===== src/rtl/match_ctrl_if.sv =====
// Bundle between the Pong match controller and the rest of the game.
// Carries the ball/button inputs and the phase, score and timer outputs.
interface match_ctrl_if;
  logic       enter_pulse;
  logic       refresh_tick;
  logic [9:0] ball_x;
  logic [1:0] state;
  logic       new_round;
  logic       ball_hold;
  logic [3:0] score1;
  logic [3:0] score2;
  logic [5:0] seconds;
  logic       game_over;
  logic [1:0] winner;

  modport master (
    output enter_pulse, refresh_tick, ball_x,
    input  state, new_round, ball_hold, score1, score2, seconds, game_over, winner
  );

  modport slave (
    input  enter_pulse, refresh_tick, ball_x,
    output state, new_round, ball_hold, score1, score2, seconds, game_over, winner
  );
endinterface


===== src/rtl/match_ctrl.sv =====
// Pong match-flow FSM: READY -> SERVE -> PLAY -> OVER, with scores,
// match countdown, serve hold and winner decode in one clock domain.
module match_ctrl #(
  parameter int CLK_HZ        = 100000000,
  parameter int WIN_SCORE     = 5,
  parameter int MATCH_SECONDS = 60,
  parameter int OVER_HOLD_SEC = 3,
  parameter int SERVE_FRAMES  = 30,
  parameter int RIGHT_EDGE    = 640
) (
  input  logic         clk,
  input  logic         reset,
  match_ctrl_if.slave  bus
);

  localparam logic [1:0] ST_READY = 2'd0;
  localparam logic [1:0] ST_SERVE = 2'd1;
  localparam logic [1:0] ST_PLAY  = 2'd2;
  localparam logic [1:0] ST_OVER  = 2'd3;

  localparam int PW = (CLK_HZ > 1) ? $clog2(CLK_HZ) : 1;
  localparam logic [PW-1:0] PRE_MAX  = PW'(CLK_HZ - 1);
  localparam logic [5:0]    SEC_INIT = 6'(MATCH_SECONDS);
  localparam logic [3:0]    WIN      = 4'(WIN_SCORE);
  localparam logic [3:0]    HOLD     = 4'(OVER_HOLD_SEC);
  localparam logic [7:0]    FRAMES   = 8'(SERVE_FRAMES);

  logic [1:0]    state_q, state_d;
  logic [3:0]    score1_q, score1_d, score2_q, score2_d;
  logic [5:0]    seconds_q, seconds_d;
  logic          new_round_q, new_round_d;
  logic [1:0]    winner_q, winner_d;
  logic [PW-1:0] prescaler_q, prescaler_d;
  logic [7:0]    frame_q, frame_d;
  logic [3:0]    hold_q, hold_d;

  logic sec_tick, goal1, goal2, expire, win_goal, enter_over;

  always_comb begin
    sec_tick = (state_q != ST_READY) && (prescaler_q == PRE_MAX);
    goal1    = (state_q == ST_PLAY) && (32'(bus.ball_x) >= RIGHT_EDGE);
    goal2    = (state_q == ST_PLAY) && (bus.ball_x == 10'd0);
    expire   = sec_tick && (seconds_q == 6'd1);
    win_goal = (goal1 && (score1_q + 4'd1 == WIN)) || (goal2 && (score2_q + 4'd1 == WIN));

    state_d     = state_q;
    score1_d    = score1_q;
    score2_d    = score2_q;
    seconds_d   = seconds_q;
    new_round_d = 1'b0;
    winner_d    = winner_q;
    frame_d     = frame_q;
    hold_d      = hold_q;

    if (sec_tick && (seconds_q != 6'd0) &&
        ((state_q == ST_SERVE) || (state_q == ST_PLAY)))
      seconds_d = seconds_q - 6'd1;

    case (state_q)
      ST_READY: begin
        if (bus.enter_pulse) begin
          state_d     = ST_SERVE;
          new_round_d = 1'b1;
        end
      end
      ST_SERVE: begin
        if (bus.refresh_tick) begin
          frame_d = frame_q + 8'd1;
          if (frame_q + 8'd1 == FRAMES)
            state_d = ST_PLAY;
        end
        // The clock runs during serve, so expiry must end the match here too.
        if (expire)
          state_d = ST_OVER;
      end
      ST_PLAY: begin
        if (goal1) score1_d = score1_q + 4'd1;
        if (goal2) score2_d = score2_q + 4'd1;
        if (win_goal || expire)
          state_d = ST_OVER;
        else if (goal1 || goal2) begin
          state_d     = ST_SERVE;
          new_round_d = 1'b1;
        end
      end
      default: begin
        if (sec_tick) begin
          hold_d = hold_q + 4'd1;
          if (hold_q + 4'd1 == HOLD)
            state_d = ST_READY;
        end
      end
    endcase

    enter_over = (state_d == ST_OVER) && (state_q != ST_OVER);

    if ((state_d == ST_SERVE) && (state_q != ST_SERVE))
      frame_d = 8'd0;

    if (enter_over) begin
      hold_d = 4'd0;
      if (score1_d > score2_d)      winner_d = 2'b01;
      else if (score2_d > score1_d) winner_d = 2'b10;
      else                          winner_d = 2'b11;
    end

    if ((state_d == ST_READY) || (state_q == ST_READY) || enter_over || sec_tick)
      prescaler_d = '0;
    else
      prescaler_d = prescaler_q + PW'(1);

    // Clearing on the way into READY keeps stale scores off the idle screen.
    if (state_d == ST_READY) begin
      score1_d  = 4'd0;
      score2_d  = 4'd0;
      seconds_d = SEC_INIT;
      winner_d  = 2'b00;
      frame_d   = 8'd0;
      hold_d    = 4'd0;
    end
  end

  always_ff @(posedge clk or posedge reset) begin
    if (reset) begin
      state_q     <= ST_READY;
      score1_q    <= 4'd0;
      score2_q    <= 4'd0;
      seconds_q   <= SEC_INIT;
      new_round_q <= 1'b0;
      winner_q    <= 2'b00;
      prescaler_q <= '0;
      frame_q     <= 8'd0;
      hold_q      <= 4'd0;
    end else begin
      state_q     <= state_d;
      score1_q    <= score1_d;
      score2_q    <= score2_d;
      seconds_q   <= seconds_d;
      new_round_q <= new_round_d;
      winner_q    <= winner_d;
      prescaler_q <= prescaler_d;
      frame_q     <= frame_d;
      hold_q      <= hold_d;
    end
  end

  assign bus.state     = state_q;
  assign bus.new_round = new_round_q;
  assign bus.ball_hold = (state_q == ST_SERVE);
  assign bus.score1    = score1_q;
  assign bus.score2    = score2_q;
  assign bus.seconds   = seconds_q;
  assign bus.game_over = (state_q == ST_OVER);
  assign bus.winner    = winner_q;

endmodule


===== src/flat_wrapper.sv =====
// flat-port wrapper written by rule: the top's interface ports become plain ports
module match_ctrl_flat 
#(
  parameter int CLK_HZ        = 100000000,
  parameter int WIN_SCORE     = 5,
  parameter int MATCH_SECONDS = 60,
  parameter int OVER_HOLD_SEC = 3,
  parameter int SERVE_FRAMES  = 30,
  parameter int RIGHT_EDGE    = 640
)
  (clk, reset, bus_enter_pulse, bus_refresh_tick, bus_ball_x, bus_state, bus_new_round, bus_ball_hold, bus_score1, bus_score2, bus_seconds, bus_game_over, bus_winner);
  match_ctrl_if bus_i ();
  input  logic clk;
  input  logic reset;
  input wire logic [$bits(bus_i.enter_pulse)-1:0] bus_enter_pulse;
  input wire logic [$bits(bus_i.refresh_tick)-1:0] bus_refresh_tick;
  input wire logic [$bits(bus_i.ball_x)-1:0] bus_ball_x;
  output wire logic [$bits(bus_i.state)-1:0] bus_state;
  output wire logic [$bits(bus_i.new_round)-1:0] bus_new_round;
  output wire logic [$bits(bus_i.ball_hold)-1:0] bus_ball_hold;
  output wire logic [$bits(bus_i.score1)-1:0] bus_score1;
  output wire logic [$bits(bus_i.score2)-1:0] bus_score2;
  output wire logic [$bits(bus_i.seconds)-1:0] bus_seconds;
  output wire logic [$bits(bus_i.game_over)-1:0] bus_game_over;
  output wire logic [$bits(bus_i.winner)-1:0] bus_winner;
  assign bus_i.enter_pulse = bus_enter_pulse;
  assign bus_i.refresh_tick = bus_refresh_tick;
  assign bus_i.ball_x = bus_ball_x;
  assign bus_state = bus_i.state;
  assign bus_new_round = bus_i.new_round;
  assign bus_ball_hold = bus_i.ball_hold;
  assign bus_score1 = bus_i.score1;
  assign bus_score2 = bus_i.score2;
  assign bus_seconds = bus_i.seconds;
  assign bus_game_over = bus_i.game_over;
  assign bus_winner = bus_i.winner;
  match_ctrl #(.CLK_HZ(CLK_HZ), .WIN_SCORE(WIN_SCORE), .MATCH_SECONDS(MATCH_SECONDS), .OVER_HOLD_SEC(OVER_HOLD_SEC), .SERVE_FRAMES(SERVE_FRAMES), .RIGHT_EDGE(RIGHT_EDGE)) u_core (.clk(clk), .reset(reset), .bus(bus_i));
endmodule

===== config.mk =====
export PLATFORM = sky130hd
export DESIGN_NAME = match_ctrl_flat
export DESIGN_NICKNAME = d
export VERILOG_FILES = /design/src/rtl/match_ctrl_if.sv /design/src/rtl/match_ctrl.sv /design/src/flat_wrapper.sv
export SDC_FILE = /design/constraint.sdc
export NUM_CORES = 1
export LEC_CHECK = 0
export BUFFER_PORTS_ARGS = -buffer_cell sky130_fd_sc_hd__buf_4
export CORE_MARGIN = 2
export CORE_UTILIZATION = 64
export DETAILED_ROUTE_END_ITERATION = 10
export PLACE_DENSITY_LB_ADDON = 0.12
export SYNTH_ARGS = -nofsm -noshare
export SYNTH_HDL_FRONTEND = slang
export SYNTH_SLANG_ARGS = --single-unit

===== constraint.sdc =====
create_clock -name clk -period 9.1 [get_ports clk]
set_clock_uncertainty 0.15 [all_clocks]
set_input_delay 1.82 -clock clk [delete_from_list [all_inputs] [get_ports clk]]
set_output_delay 1.82 -clock clk [all_outputs]
set_load 0.005 [all_outputs]

**After elaboration in Yosys (flattened, before gate mapping)**

Index checks and enable logic that the tools add are counted.

- Flip-flop bits (word level): 58
- Input bits: 14
- Word-level logic and storage cells: 96

- Add/sub/neg operators: 6
- Magnitude comparators: 3
- Equality and inequality tests: 14
- Muxes and demuxes: 34
- Reduce and logical (&&, ||, !) cells: 30

Operators with widths:

| operator | count |
|---|---|
| $mux 4 | 10 |
| $mux 8 | 4 |
| $add 27x1->27 const B | 1 |
| $eq 27x27->1 const B | 1 |
| $mux 27 | 1 |
| $mux 2 | 11 |
| $add 4x1->4 const B | 3 |
| $mux 6 | 2 |
| $ge 10x10->1 const B | 1 |
| $logic_and 1x1->1 | 10 |
| $logic_not 10->1 | 1 |
| $reduce_bool 3->1 | 3 |
| $add 8x1->8 const B | 1 |
| $eq 4x3->1 const B | 2 |
| $eq 8x5->1 const B | 1 |
| $gt 4x4->1 | 2 |
| $logic_or 1x1->1 | 7 |
| $eq 2x2->1 const B | 3 |
| $eq 6x1->1 const B | 1 |
| $pmux 2 s3 | 1 |
| $reduce_bool 2->1 | 3 |
| $reduce_bool 6->1 | 1 |
| $sub 6x1->6 const B | 1 |
| $eq 2x1->1 const B | 2 |
| other kinds (9) | 14 |

**Longest topological paths before layout**

- Word-level depth: 12
- Mapped depth: 12

**Worst setup path before layout**

Ideal clock, no wire load.

- Kind: input to register
- Start point: in bus_ball_x[3]
- End point: reg u_core.prescaler_q[10]
- Library setup time: 0.134 ns
- Arrival time: 3.728 ns
- Slack: 5.088 ns
- Cell stages on the path: 8
- Path buffers: 1
- Path through: nor4_1 > nand3_1 > o32ai_1 > o311ai_0 > o31a_1 > nor2_2 > clkbuf_1 > nor3_1

- Word-level cells in the longest chain between the ends: 12
- Elaborated cells between the ends (all ways): 19
- Classes of those cells: 1 x order compare; 1 x eq/ne; 4 x mux; 13 x reduce/logical

RTL lines:

| element | RTL line | RTL |
|---|---|---|
| from (decl) | flat_wrapper.sv:17 | `input wire logic [$bits(bus_i.ball_x)-1:0] bus_ball_x;` |
| $ge 10x10->1 or $logic_not 10->1 (tied branches) | match_ctrl.sv:41, match_ctrl.sv:42 |  |
| $logic_and 1x1->1, on equally long branches | match_ctrl.sv:41, match_ctrl.sv:42 |  |
| $logic_and 1x1->1 | match_ctrl.sv:44 | `win_goal = (goal1 && (score1_q + 4'd1 == WIN)) \|\| (goal2 && (score2_q + 4'd1 == WIN));` |
| $logic_or 1x1->1 | match_ctrl.sv:44 |  |
| $logic_or 1x1->1 | match_ctrl.sv:79 | `if (win_goal \|\| expire)` |
| $mux 2 * | match_ctrl.sv:79 |  |
| $pmux 2 s3 * | match_ctrl.sv:59 | `case (state_q)` |
| $eq 2x2->1 or $logic_not 2->1 (tied branches) | match_ctrl.sv:95, match_ctrl.sv:107 |  |
| $logic_and 1x1->1 or $logic_or 1x1->1 (tied branches) | match_ctrl.sv:95, match_ctrl.sv:107 |  |
| $logic_or 1x1->1 * (2 in a row) | match_ctrl.sv:107 | `if ((state_d == ST_READY) \|\| (state_q == ST_READY) \|\| enter_over \|\| sec_tick)` |
| $mux 27 * | match_ctrl.sv:107 |  |
| via u_core.prescaler_d[10] | match_ctrl.sv:33 | `logic [PW-1:0] prescaler_q, prescaler_d;` |
| to (signal assigned) | match_ctrl.sv:141 | `prescaler_q <= prescaler_d;` |
| to (decl) | match_ctrl.sv:33 |  |

The timed path passes the listed nets; every way through them passes the cells marked *.
A chain may end at the register's enable or synchronous reset.

**Worst setup path in the final report**

- Start point: in bus_ball_x[8]
- End point: reg u_core.prescaler_q[25]

Same word-level chain as after synthesis.

==> results.py <==
metrics = {
    "pwr": {
        "p_per_area_nw_per_um2": 179,
        "p_total_w": 0.000747,
        "ir_drop_mv": 0.119,
        "cellLeakagePower_nw": 1.78,
    },
    "global_routing": {
        "grt_pass1_vias": 2832,
        "antenna_found_initial": 0,
        "grt_max_degree": 59,
        "grt_pass1_wl_mm": 13.6,
        "globalRouteOverflowTotal": 0,
        "grt_usage": 0.276,
    },
    "clocking": {
        "clockBufferDepth": 2,
        "cts_setup_buffers": 0,
        "cts.clk_slew.worst_paths_ps": 60,
        "root_buffer": "clkbuf_8",
        "cts.sinks": 58,
        "holdBufCountCts": 0,
        "htreeDepth": 3,
        "cts_resized": 0,
        "cts_tree": "yes",
        "clock_latency_ps": 350,
        "numCtsBuffers": 9,
    },
    "route": {
        "wl_per_cell_um": 15.5,
        "viasPerCell": 6.01,
        "drc": 0,
        "dr.pass1.iters": 4,
        "routed_wl_mm": 7.75,
        "vias": 3005,
        "drt-initial-drc-count": 224,
        "ant_nets": 0,
    },
    "logic_synthesis": {
        "yosys_warnings": 0,
        "synth.ff_latch_count": 58,
        "synth_area_leaders": "dfrtp_1 37%, ha_1 6.8%, xnor2_1 6.7%, nand2_1 4.8%, nor3_1 4.2%",
        "syn_area_um2": 3660,
        "ys_seq_area_frac": 0.398,
        "netlist_instances": 387,
        "synth.top_cell.area_share": 0.369,
        "synth_flop_cell": "dfrtp_1",
        "yosysUniqueCellTypes": 56,
        "synth-edff-count": 0,
        "async_reset_ff_frac": 1.00,
        "synth_top_area_cell": "dfrtp_1",
        "syn-num-nets": 421,
        "synth.avg_cell_area_um2": 9.46,
    },
    "place": {
        "port_buffers": 34,
        "gp_congestion": 0.825,
        "dp_hpwl_mm": 5.26,
        "placed_cell_area_um2": 3950,
    },
    "critical_path": {
        "cp_slowest_cell": "nor3_4",
        "path_common_cell": "buf_4",
        "startpoint_type": "input pin",
        "worst-path-buf-inv": 2,
        "path_cells": "buf_4 > nor4b_2 > nand3_1 > and3_1 > o311ai_0 > o31ai_2 > nor3_4 > buf_4 > nor3_1",
        "critPathRequiredTime_ps": 9170,
        "crit_type": "in2reg",
        "reg2reg_depth": 10,
        "crit_path_max_incr_delay_ps": 620,
        "worstPathArrival_ps": 4610,
        "cp.depth": 9,
        "cp_max_fo": 27,
        "cp_top_family": "simple AND/OR/NAND/NOR gates",
        "end_kind": "flop",
    },
    "sta": {
        "tns_ps": 0,
        "rsz0062_at_grt": "false",
        "slew_viol_final": 0,
        "finalHoldViolations": 0,
        "slew_headroom": 0.510,
        "worst_pin_slew_ps": 716,
        "period_share": 0.500,
        "period_minus_slack_ps": 4550,
        "fmax_mhz": 220,
        "setup_viol": 0,
    },
    "layout": {
        "nets": 457,
        "fin_area_um2": 4170,
        "drive_gt1_frac": 0.194,
        "syn2layout_area_growth_pct": 14.1,
        "n_antenna_cell": 0,
        "nFillCells": 389,
    },
    "flow_run": {
        "cap_violations": 0,
    },
    "floorplanning": {
        "die_w_um": 79.6,
        "die_h_um": 79.6,
        "io_pins": 35,
        "initial_utilization": 0.665,
        "coreArea_um2": 5510,
        "die-area_um2": 6340,
        "rows": 27,
    },
    "status": {
        "status": "completed",
    },
    "hold_path": {
        "hp-class": "reg2reg",
        "whs_path_depth": 1,
    },
}
## sequential cells by signal (all words and copies together), names as in the netlist
signal,cells
u_core.bus.score1,4
u_core.bus.new_round,1
u_core.prescaler_q,27
u_core.bus.state,2
u_core.bus.score2,4
u_core.bus.winner,2
u_core.frame_q,8
u_core.hold_q,4
u_core.bus.seconds,6
## worst paths after layout
| kind | endpoint | slack [ps] | start |
|---|---|---|---|
| worst max-delay path | u_core.prescaler_q[25] | 4550 | bus_ball_x[8] |
| worst min-delay path | u_core.prescaler_q[0] | 340 | u_core.prescaler_q[0] |
| worst max register to register | u_core.prescaler_q[25] | 5310 | u_core.bus.state[0] |
| worst min register to register | u_core.prescaler_q[0] | 340 | u_core.prescaler_q[0] |
| max in group asynchronous | u_core.bus.seconds[1] | 6780 | reset |
| min in group asynchronous | u_core.frame_q[1] | 1510 | reset |
## area by class of cell
cell class              instances  area [um2]  share of cell area
clock buffers                  12         145              0.0348
clock inverters                 4        75.1              0.0180
inverters                      18        67.6              0.0162
multi-input cells             298        2050               0.492
flip-flops and latches         58        1460               0.349
well taps                      72        90.1              0.0216
repair buffers                 38         285              0.0683
## placed cells by master (no fill, tap or decap), drive strengths merged, types with 10 or more instances in the layout
master | synthesis | final
nor3 | 39 | 39
nand3 | 18 | 18
nand2 | 47 | 47
dfrtp | 54 | 54
xor2 | 17 | 17
o21ai | 10 | 10
nand4 | 12 | 12
clkbuf | 7 | 12
inv | 18 | 18
nor2 | 28 | 28
buf | 6 | 38
ha | 20 | 20
xnor2 | 28 | 28
## report_power, final
| group | leakage [nW] | switching [W] | internal (W) | total (W) |
|---|---|---|---|---|
| registers | 0.791 | 0.0000149 | 0.000269 | 0.000284 |
| clock network | 0.103 | 0.000104 | 0.000162 | 0.000265 |
| logic | 0.884 | 0.000135 | 0.0000622 | 0.000197 |
## per-stage QoR
stage          setup WS (ps)  instances  hold WS (ps)   util
2_1_floorplan           5090        387           298      -
3_3_place_gp            4320        484           311  0.718
3_5_place_dp            4260        484           334  0.718
4_1_cts                 4600        500           343  0.758
5_1_grt                 4390        500           370  0.758
6_report                4550        500           340  0.758
## synthesized netlist by cell type, types with 2 or more instances
cell type / n
and3_1: 7
nand3_1: 17
nand2_1: 47
a21bo_2: 3
dfstp_2: 4
a21o_1: 3
o21ai_0: 9
nand4_1: 12
nor4b_1: 4
a21oi_1: 2
or2_2: 3
buf_2: 2
nand3b_1: 5
buf_6: 4
a41oi_1: 3
nor3_2: 7
nor3b_1: 2
xor2_1: 17
and2_1: 5
nor4_1: 6
dfrtp_1: 54
ha_1: 20
o21a_1: 4
a211oi_1: 4
xnor2_1: 28
nor2_1: 27
nor3_1: 31
inv_1: 18
clkbuf_1: 7
o31a_1: 3
o2bb2ai_1: 2
nor4b_2: 3
## cells by family (layout without fill, tap and decap cells)
family                   after synthesis  count (layout)  share of synthesized area
XOR/XNOR                              45              45                      0.108
flip-flops                            58              58                      0.398
AND/OR/NAND/NOR                      185             185                      0.277
AO/OA/AOI/OAI                         47              47                      0.106
multiplexers                           1               1                    0.00274
adder cells (fa/ha/maj)               20              20                     0.0684
buffers and inverters                 31              72                     0.0407
## per-layer routing
metal / GRT usage / share of wire / vias to the layer above
met5: 0 / 0 / -
met4: 0.0828 / 0.0094 / 0
met3: 0.0679 / 0.044 / 10
met2: 0.434 / 0.48 / 64
met1: 0.379 / 0.47 / 1486
li1: - / - / 1445
(Power assumes the default switching activity.)
